<file path="src/rtl/rf_wport_arbiter.sv">
// rf_wport_arbiter: shares the single regfile write port between the WB stage
// and one long-latency unit. LU results park in a 1-entry holding buffer; WB
// has priority, but after MAX_WAIT lost cycles WB is stalled for one cycle so
// the buffered result can retire.
module rf_wport_arbiter #(
    parameter int MAX_WAIT = 4,
    parameter int CNT_W    = 3
) (
    input  logic        clk,
    input  logic        resetn,
    input  logic        wb_req_valid,
    input  logic [36:0] wb_req_bus,
    output logic        wb_req_ready,
    input  logic        lu_valid,
    input  logic [36:0] lu_bus,
    output logic        lu_ready,
    output logic [37:0] rf_wr_bus,
    output logic [36:0] lu_fwd,
    output logic        lu_busy
);

    typedef enum logic [1:0] {
        IDLE  = 2'd0,
        PEND  = 2'd1,
        FORCE = 2'd2
    } state_t;

    localparam logic [CNT_W-1:0] LAST_WAIT = CNT_W'(MAX_WAIT - 1);

    state_t           r_state;
    state_t           w_state_nxt;
    logic [4:0]       r_buf_dest;
    logic [31:0]      r_buf_data;
    logic [CNT_W-1:0] r_wait_cnt;
    logic [CNT_W-1:0] w_wait_cnt_nxt;
    logic             w_load;
    logic             w_buf_valid;
    logic             w_grant_wb;
    logic             w_grant_lu;
    logic             w_kill;
    logic [4:0]       w_wb_dest;

    // The buffer is occupied exactly when the FSM is out of IDLE, so the
    // valid flag is derived from the state rather than stored twice.
    assign w_buf_valid = (r_state != IDLE);
    assign w_wb_dest   = wb_req_bus[36:32];
    assign w_grant_wb  = wb_req_valid && (r_state != FORCE);
    assign w_grant_lu  = w_buf_valid && (!wb_req_valid || (r_state == FORCE));
    // A younger WB write to the same (non-r0) register makes the buffered
    // result dead; FORCE never kills because the LU writes first there.
    assign w_kill      = w_grant_wb && w_buf_valid && (w_wb_dest == r_buf_dest)
                         && (w_wb_dest != 5'd0);

    assign wb_req_ready = (r_state != FORCE);
    assign lu_ready     = resetn && !w_buf_valid;
    assign lu_busy      = w_buf_valid;
    assign lu_fwd       = {r_buf_dest & {5{w_buf_valid}}, r_buf_data};

    // Write-port mux: WB first, then the buffer, else an idle (all-zero) bus.
    always_comb begin
        rf_wr_bus = '0;
        if (resetn) begin
            if (w_grant_wb)
                rf_wr_bus = {1'b1, wb_req_bus};
            else if (w_grant_lu)
                rf_wr_bus = {1'b1, r_buf_dest, r_buf_data};
        end
    end

    // Next-state: accept into IDLE, retire/kill/age in PEND, one-shot FORCE.
    always_comb begin
        w_state_nxt    = r_state;
        w_wait_cnt_nxt = r_wait_cnt;
        w_load         = 1'b0;
        case (r_state)
            IDLE: begin
                if (lu_valid && lu_ready) begin
                    w_state_nxt    = PEND;
                    w_wait_cnt_nxt = '0;
                    w_load         = 1'b1;
                end
            end
            PEND: begin
                if (w_grant_lu || w_kill) begin
                    w_state_nxt    = IDLE;
                    w_wait_cnt_nxt = '0;
                end else if (w_grant_wb) begin
                    if (r_wait_cnt == LAST_WAIT) begin
                        w_state_nxt    = FORCE;
                        w_wait_cnt_nxt = '0;
                    end else begin
                        w_wait_cnt_nxt = r_wait_cnt + 1'b1;
                    end
                end
            end
            FORCE: begin
                w_state_nxt    = IDLE;
                w_wait_cnt_nxt = '0;
            end
            default: begin
                w_state_nxt    = IDLE;
                w_wait_cnt_nxt = '0;
            end
        endcase
    end

    // State, wait counter and holding buffer; reset drops any buffered result.
    always_ff @(posedge clk) begin
        if (!resetn) begin
            r_state    <= IDLE;
            r_wait_cnt <= '0;
            r_buf_dest <= '0;
            r_buf_data <= '0;
        end else begin
            r_state    <= w_state_nxt;
            r_wait_cnt <= w_wait_cnt_nxt;
            if (w_load) begin
                r_buf_dest <= lu_bus[36:32];
                r_buf_data <= lu_bus[31:0];
            end
        end
    end

endmodule

</file>
<file path="config.mk">
export PLATFORM = sky130hd
export DESIGN_NAME = rf_wport_arbiter
export DESIGN_NICKNAME = d
export VERILOG_FILES = /design/src/rtl/rf_wport_arbiter.sv
export SDC_FILE = /design/constraint.sdc
export NUM_CORES = 1
export LEC_CHECK = 0
export ABC_CLOCK_PERIOD_IN_PS = 2000
export CAP_MARGIN = 20
export CORE_ASPECT_RATIO = 0.9
export CORE_MARGIN = 2
export CORE_UTILIZATION = 35
export DETAILED_ROUTE_END_ITERATION = 12
export GPL_TIMING_DRIVEN = 0
export PLACE_DENSITY = 0.81
export SYNTH_ARGS = -nofsm -noshare
export SYNTH_HDL_FRONTEND = slang
export SYNTH_SLANG_ARGS = --single-unit
</file>
<file path="constraint.sdc">
create_clock -name clk -period 2 [get_ports clk]
set_input_delay 0.5 -clock clk [delete_from_list [all_inputs] [get_ports clk]]
set_output_delay 0.5 -clock clk [all_outputs]
set_load 0.02 [all_outputs]
</file>
* Word-level counts from Yosys, hierarchy flattened
Cells that the tools add are included.
** Operators by class
- $add $sub $neg :: 1
- Equality and inequality tests :: 8
- Muxes and demuxes :: 15
- Bitwise operators :: 1
- Reduce and logical (&&, ||, !) cells :: 16
** Operators with widths (number)
- two-way mux 38 bit :: 3
- two-way mux 3 bit :: 4
- two-way mux 2 bit :: 4
- logical AND 1 bit :: 7
- inequality test 3 bit (second input constant) :: 2
- case mux 3 bit (2 select lines) :: 1
- AND 5 bit :: 1
- equality test 5 bit :: 1
- nonzero test 5 bit :: 1
- inequality test 2 bit (second input constant) :: 2
- case mux 2 bit (2 select lines) :: 1
- adder 3 x 1 -> 3 bit (second input constant) :: 1
- equality test 3 x 2 -> 1 bit (second input constant) :: 1
- AND reduction 3 bit :: 1
- equality test 2 x 1 -> 1 bit (second input constant) :: 1
- equality test 2 bit (second input constant) :: 1
- logical NOT 1 bit :: 2
- logical NOT 2 bit :: 1
- logical OR 1 bit :: 2
- two-way mux 1 bit :: 2
- AND reduction 2 bit :: 1
- nonzero test 2 bit :: 1
** Storage, ports and cells
- Register bits after elaboration :: 42
- Input bits :: 78
- Output and inout bits :: 78
- Logic and storage cells :: 45

* Longest topological paths before layout
Gate-level depths: netlist of the first run.
- Depth after elaboration :: 8
- Depth in mapped cells :: 7
- Depth with buffers taken out :: 4

* Least setup slack after synthesis of the first run
No wires, ideal clock.
- Path kind :: input port to output port
- Start point :: input port resetn
- End point :: output port rf_wr_bus[26]
- Data arrival time :: 1415 ps
- Data required time :: 1500 ps
- Slack :: 85 ps
- Stages :: 4
- Path through :: buf_2 buf_2 clkbuf_1 a32o_1
** Between the ends
- Longest elaborated chain between the ends :: 1
** Ends and longest elaborated chain
- start, declared :: RTL line 10 : input logic resetn,
- two-way mux 38 bit :: RTL line 62 : if (resetn) begin
- end, declared :: RTL line 17 : output logic [37:0] rf_wr_bus,
No other way between the ends.

* Worst setup path in the final report of the first run
- Start point :: register r_state[1]
- End point :: output port rf_wr_bus[18]
** Between the ends
- Longest elaborated chain between the ends :: 6
** Ends and longest elaborated chain
- start, declared :: RTL line 30 : state_t r_state;
- start signal, assigned :: RTL line 115 : r_state <= w_state_nxt;
- equality test 2 bit :: RTL line 48 : assign w_grant_lu = w_buf_valid && (!wb_req_valid || (r_state == FORCE));
- logical OR 1 bit :: RTL line 48
- logical AND 1 bit :: RTL line 48
- two-way mux 38 bit :: RTL line 65 : else if (w_grant_lu)
- two-way mux 38 bit (*) :: RTL line 63 : if (w_grant_wb)
- two-way mux 38 bit (*) :: RTL line 62
Every way passes the cells marked *; elsewhere a longest branch is shown, timed or not.

==> impl_metrics.json, run 1 <==
{
  "worstSetupStartpointType": "flip-flop",
  "synth-edff-count": 0,
  "clock_path_buffers": 2,
  "h-tree-depth": 2,
  "crit_slowest_cell": "dfxtp_4",
  "final_common_cell": "clkdlybuf4s50_1",
  "worstSetupEndpointType": "primary output",
  "min_to": "r_wait_cnt[1]",
  "layout.nets": 515,
  "status": "complete, but fails checks",
  "violations": "negative setup slack",
  "track_usage_pct": 22.5,
  "vias": 2699,
  "tightest_slew_ps": 503,
  "critPathRequiredTime_ps": 1500,
  "grt_pass1_wl_mm": 12.5,
  "drv_cap": 0,
  "worstPathCellList": "nor2b_4, inv_2, and3_4, buf_8, a32o_2, buf_6",
  "syn_inst": 263,
  "cts_tree": "yes",
  "setup_tns_ps": -2440,
  "pin_count": 156,
  "area_growth_pct": 87.8,
  "fin_area_um2": 4150,
  "setup_violations": 33,
  "ys_seq_area_share_pct": 38.1,
  "register_area_um2": 848,
  "final_cell_mix": "clkdlybuf4s50_1 (104), nand2_1 (80), dfxtp_1 (40)",
  "synth.ff_latch_count": 42,
  "gr-total-overflow": 0,
  "pre_cts_ws_ps": -777,
  "r2r_start": "r_buf_dest[3]",
  "r2r-end": "r_wait_cnt[1]",
  "rows": 27,
  "root_buffer": "clkbuf_8",
  "irDropWorstVdd_mv": 0.337,
  "critPathMaxStageDelay_ps": 380,
  "die_h_um": 79.4,
  "min-delay-start": "r_wait_cnt[1]",
  "synth_cell_types": 37,
  "period_share_pct": 104,
  "fmax_mhz": 479,
  "clock_sinks": 42,
  "slew_violations": 0,
  "port_buffers": 153,
  "hp-class": "flip-flop to flip-flop",
  "dr.pass1.iters": 5,
  "postRouteWirelength_mm": 8.24,
  "clk_latency_ps": 280,
  "r2r_cells": 4,
  "fillerInstances": 508,
  "grt_max_degree": 13,
  "insertedDiodeCount": 0,
  "reg2reg_setup_slack_ps": 630,
  "synth_ff_type": "dfxtp_1",
  "wire_per_inst_um": 15.7,
  "finalClockSkew_ps": 4.69,
  "first_global_vias": 2649,
  "power_leakage_nw": 1.69,
  "cp_data_arrival_time_ps": 1590,
  "path_max_fanout": 10,
  "die_area_um2": 6960,
  "worst_slack_ps": -88.0,
  "start_util_pct": 36.1,
  "drc": 0,
  "placed_cell_area_um2": 3850,
  "grt_antenna_before_repair": 0,
  "place_congestion": 0.817,
  "drt_iter0_drc": 126,
  "period_minus_slack_ps": 2090,
  "p_per_area_nw_per_um2": 584,
  "drive_above_1_share_pct": 24.7,
  "async_reset_ff_share_pct": 0,
  "die_w_um": 87.7,
  "hold_violations": 0,
  "path_class": "flip-flop to primary output",
  "via_per_inst": 5.15,
  "syn_avg_cell_area_um2": 8.40,
  "numCtsBuffers": 5,
  "holdWs_ps": 469,
  "rsz0062_at_grt": "true",
  "path_clk_slew_ps": 80,
  "syn_nets": 342,
  "worstHoldPathCells": 2,
  "multi_input_area_um2": 1190,
  "postRouteAntennaNets": 0,
  "maxSlewHeadroom_pct": 66.0,
  "design.core.area_um2": 6110,
  "syn_area_um2": 2210,
  "ys.warnings.count": 0,
  "hpwl_mm": 5.97
}
[synthesized netlist by cell type (2+ instances only)]
master,n,share of area (%)
nand2_1,80,14
dfxtp_1,42,38
o21ai_1,37,8.4
a32o_1,30,14
nor2b_1,10,2.8
buf_2,8,1.8
clkbuf_1,7,1.2
buf_6,6,3.1
xnor2_1,4,1.6
a222oi_1,3,1.4
buf_8,3,2.0
mux2_1,3,1.5
a32o_2,2,1.0
a32oi_1,2,0.79
buf_4,2,0.68
inv_1,2,0.34
o31ai_1,2,0.68
[worst max path at each step]
stage,start,to
after CTS,r_state[0],rf_wr_bus[29]
final,r_state[1],rf_wr_bus[18]
after global routing,r_state[0],rf_wr_bus[29]
after floorplan,resetn,rf_wr_bus[26]
after detailed placement,resetn,rf_wr_bus[31]
after global placement,resetn,rf_wr_bus[29]
[area by class of cell]
| class | count | share of cell area [%] |
|---|---|---|
| plain buffers | 24 | 5.16 |
| clock buffers | 7 | 1.84 |
| clock inverters | 1 | 0.724 |
| inverters | 3 | 0.271 |
| multi-input cells | 192 | 28.7 |
| flip-flops and latches | 42 | 20.5 |
| well taps | 87 | 2.62 |
| repair buffers | 168 | 40.2 |
[stage by stage]
stage / power (mW) / std cells / utilization [%]
6_report: 2.42 / 524 / 67.8
5_1_grt: 2.53 / 524 / 67.8
4_1_cts: 2.35 / 519 / 64.2
3_5_place_dp: 1.71 / 503 / 62.9
3_3_place_gp: 1.70 / 503 / 62.9
2_1_floorplan: 1.31 / 263 / -
[cells by family after synthesis]
group	after synthesis	share of synthesized area, %
xor+xnor	4	1.59
mux	3	1.53
fa+ha+maj	1	0.566
buf+inv	29	9.29
compound gates	82	28.3
simple gates	102	20.7
flops	42	38.1
[worst max-delay path, delay by kind of cell (launching register included)]
family / cells / cell delay, ps
AOI/OAI and AO/OA: 1 / 230
buffers and inverters: 3 / 310
DFF: 1 / 380
and+or+nand+nor: 2 / 380
[state kept, by name, summed over array words and instances, names as in the netlist]
register / count
r_buf_data: 32
r_buf_dest: 5
r_state: 2
r_wait_cnt: 3
[layer usage]
| layer | global-route usage [%] | vias up | wire [um] |
|---|---|---|---|
| met5 | 0 | - | 0 |
| met4 | 3.85 | 0 | 53 |
| met3 | 5.30 | 4 | 677 |
| met2 | 40.2 | 118 | 4090 |
| met1 | 27.7 | 1289 | 3430 |
| li1 | - | 1288 | - |
[power breakdown]
part	internal, mW	leakage, nW	switching, mW
logic	0.449	1.29	0.363
registers	0.895	0.347	0.0573
clock network	0.374	0.0524	0.282
total	1.72	1.69	0.702
[repair_timing]
action                     CTS  global route
resized for setup          204            68
gates cloned                 0             3
hold buffers                 0             0
setup endpoints to repair   46            41
pin swaps                    5            21
setup buffers                9             5
(Power assumes the default switching activity.)
==> run 2, diff against run 1 <==
--- a/config.mk
+++ b/config.mk
@@ -13,6 +13,7 @@
 export DETAILED_ROUTE_END_ITERATION = 12
 export GPL_TIMING_DRIVEN = 0
 export PLACE_DENSITY = 0.81
+export REMOVE_ABC_BUFFERS = 1
 export SYNTH_ARGS = -nofsm -noshare
 export SYNTH_HDL_FRONTEND = slang
 export SYNTH_SLANG_ARGS = --single-unit
==> impl_metrics.json, run 2 (same netlist as run 1, synthesis figures left out) <==
{
  "status": "complete, but fails checks",
  "violations": "negative setup slack",
  "drt_iter0_drc": 145,
  "drc": 0,
  "numCtsBuffers": 5,
  "r2r_start": "r_state[0]",
  "path_max_fanout": 6,
  "path_class": "flip-flop to primary output",
  "die_h_um": 79.4,
  "final_core_util_pct": 68.2,
  "path_clk_slew_ps": 80,
  "die_w_um": 87.7,
  "h-tree-depth": 2,
  "hold_violations": 0,
  "worstSetupStartpointType": "flip-flop",
  "largest_register": "r_buf_data",
  "critPathRequiredTime_ps": 1500,
  "power_leakage_nw": 1.64,
  "clock_sinks": 42,
  "final_cell_mix": "clkdlybuf4s50_1 (104), nand2_1 (80), dfxtp_1 (40)",
  "design.core.area_um2": 6110,
  "clock_path_buffers": 2,
  "drv_cap": 0,
  "cts_hold_buffers": 0,
  "top_regs": "r_buf_data (32), r_buf_dest (5), r_wait_cnt (3)",
  "gr-total-overflow": 0,
  "slew_violations": 0,
  "finalClockSkew_ps": 4.93,
  "dp.cells": 481,
  "via_per_inst": 5.10,
  "pin_count": 156,
  "irDropWorstVdd_mv": 0.302,
  "grt_max_degree": 44,
  "maxSlewHeadroom_pct": 65.5,
  "setup_tns_ps": -1910,
  "place_congestion": 0.838,
  "fin_area_um2": 4170,
  "worstHoldPathCells": 2,
  "grt_pass1_wl_mm": 12.9,
  "period_minus_slack_ps": 2110,
  "cp_data_arrival_time_ps": 1610,
  "r2r-end": "r_buf_data[21]",
  "wire_per_inst_um": 16.0,
  "rows": 27,
  "rsz0062_at_grt": "true",
  "track_usage_pct": 23.5,
  "die_area_um2": 6960,
  "pre_cts_ws_ps": -1400,
  "instances_no_fill": 515,
  "clk_latency_ps": 290,
  "hp-class": "flip-flop to flip-flop",
  "setup_violations": 27,
  "insertedDiodeCount": 0,
  "port_buffers": 155,
  "reg2reg_setup_slack_ps": 310,
  "r2r_cells": 7,
  "hpwl_mm": 5.13,
  "period_share_pct": 106,
  "final_common_cell": "clkdlybuf4s50_1",
  "area_growth_pct": 89.0,
  "largest_reg_flops": 32,
  "start_util_pct": 36.1,
  "worst_slack_ps": -111,
  "first_global_vias": 2628,
  "grt_antenna_before_repair": 0,
  "drive_above_1_share_pct": 23.1,
  "vias": 2629,
  "min_to": "r_buf_data[22]",
  "worstSetupEndpointType": "primary output",
  "tightest_slew_ps": 510,
  "fmax_mhz": 474,
  "layout.nets": 507,
  "postRouteWirelength_mm": 8.25,
  "p_per_area_nw_per_um2": 542,
  "dr.pass1.iters": 5,
  "root_buffer": "clkbuf_8",
  "cts_tree": "yes",
  "min-delay-start": "r_buf_data[22]",
  "placed_cell_area_um2": 3720,
  "postRouteAntennaNets": 0
}
==> run 2: cell types whose count changed in the layout (fill, tap and decap cells not counted), sizes merged <==
cell           change
bufbuf             +1
buf                -4
clkbuf            -12
dlygate4sd2        -2
clkdlybuf4s15      +5
and3               +3
bufinv             -1
a21oi              +1
==> run 2: cell type report <==
cell class,count,area [um^2]
multi-input cells,196,1240
fillers,528,1940
well taps,87,109
flip-flops and latches,42,848
inverters,3,13.8
clock buffers,7,76.3
repair buffers,180,1890
==> run 2: worst max path at each step <==
| stage | startpoint | endpoint | slack, ps |
|---|---|---|---|
| global route | r_state[1] | rf_wr_bus[10] | -160 |
| global placement | resetn | r_buf_dest[0] | -3280 |
| CTS | r_state[1] | rf_wr_bus[1] | -130 |
| detailed placement | wb_req_valid | rf_wr_bus[1] | -1400 |
| floorplan | r_state[0] | r_buf_dest[0] | -320 |
| finish | r_state[1] | rf_wr_bus[28] | -110 |
==> run 2: per-layer routing <==
| layer | track usage [%] | vias to the layer above | wire length, um |
|---|---|---|---|
| met5 | 0 | - | 0 |
| li1 | - | 1285 | - |
| met3 | 5.93 | 9 | 525 |
| met1 | 28.6 | 1233 | 3400 |
| met4 | 6.31 | 0 | 95 |
| met2 | 40.8 | 102 | 4230 |
==> run 2: stage by stage <==
| stage | total power [mW] | hold slack, ps |
|---|---|---|
| after detailed placement | 1.67 | 458 |
| after global routing | 2.38 | 493 |
| after CTS | 2.25 | 477 |
| final | 2.26 | 477 |
| after global placement | 1.65 | 438 |
| after floorplan | 1.25 | 426 |
==> run 2: worst max-delay path: stages, from the launching register on <==
cell and delay [ps]:
dfxtp_4 370, nor2b_4 190, inv_4 70, and3_4 210
buf_12 140, a32o_1 210, buf_6 130
==> run 2: power breakdown <==
part           internal, mW  leakage (nW)  switching, mW
registers             0.895         0.347         0.0591
logic                 0.442          1.25          0.359
clock network         0.240        0.0383          0.266
==> run 2: timing repair <==
item | 4_1_cts | 5_1_grt
gates cloned | 5 | 0
resized for setup | 222 | 57
pin swaps | 9 | 8
setup buffers | 18 | 4
endpoints found under the setup margin | 68 | 39
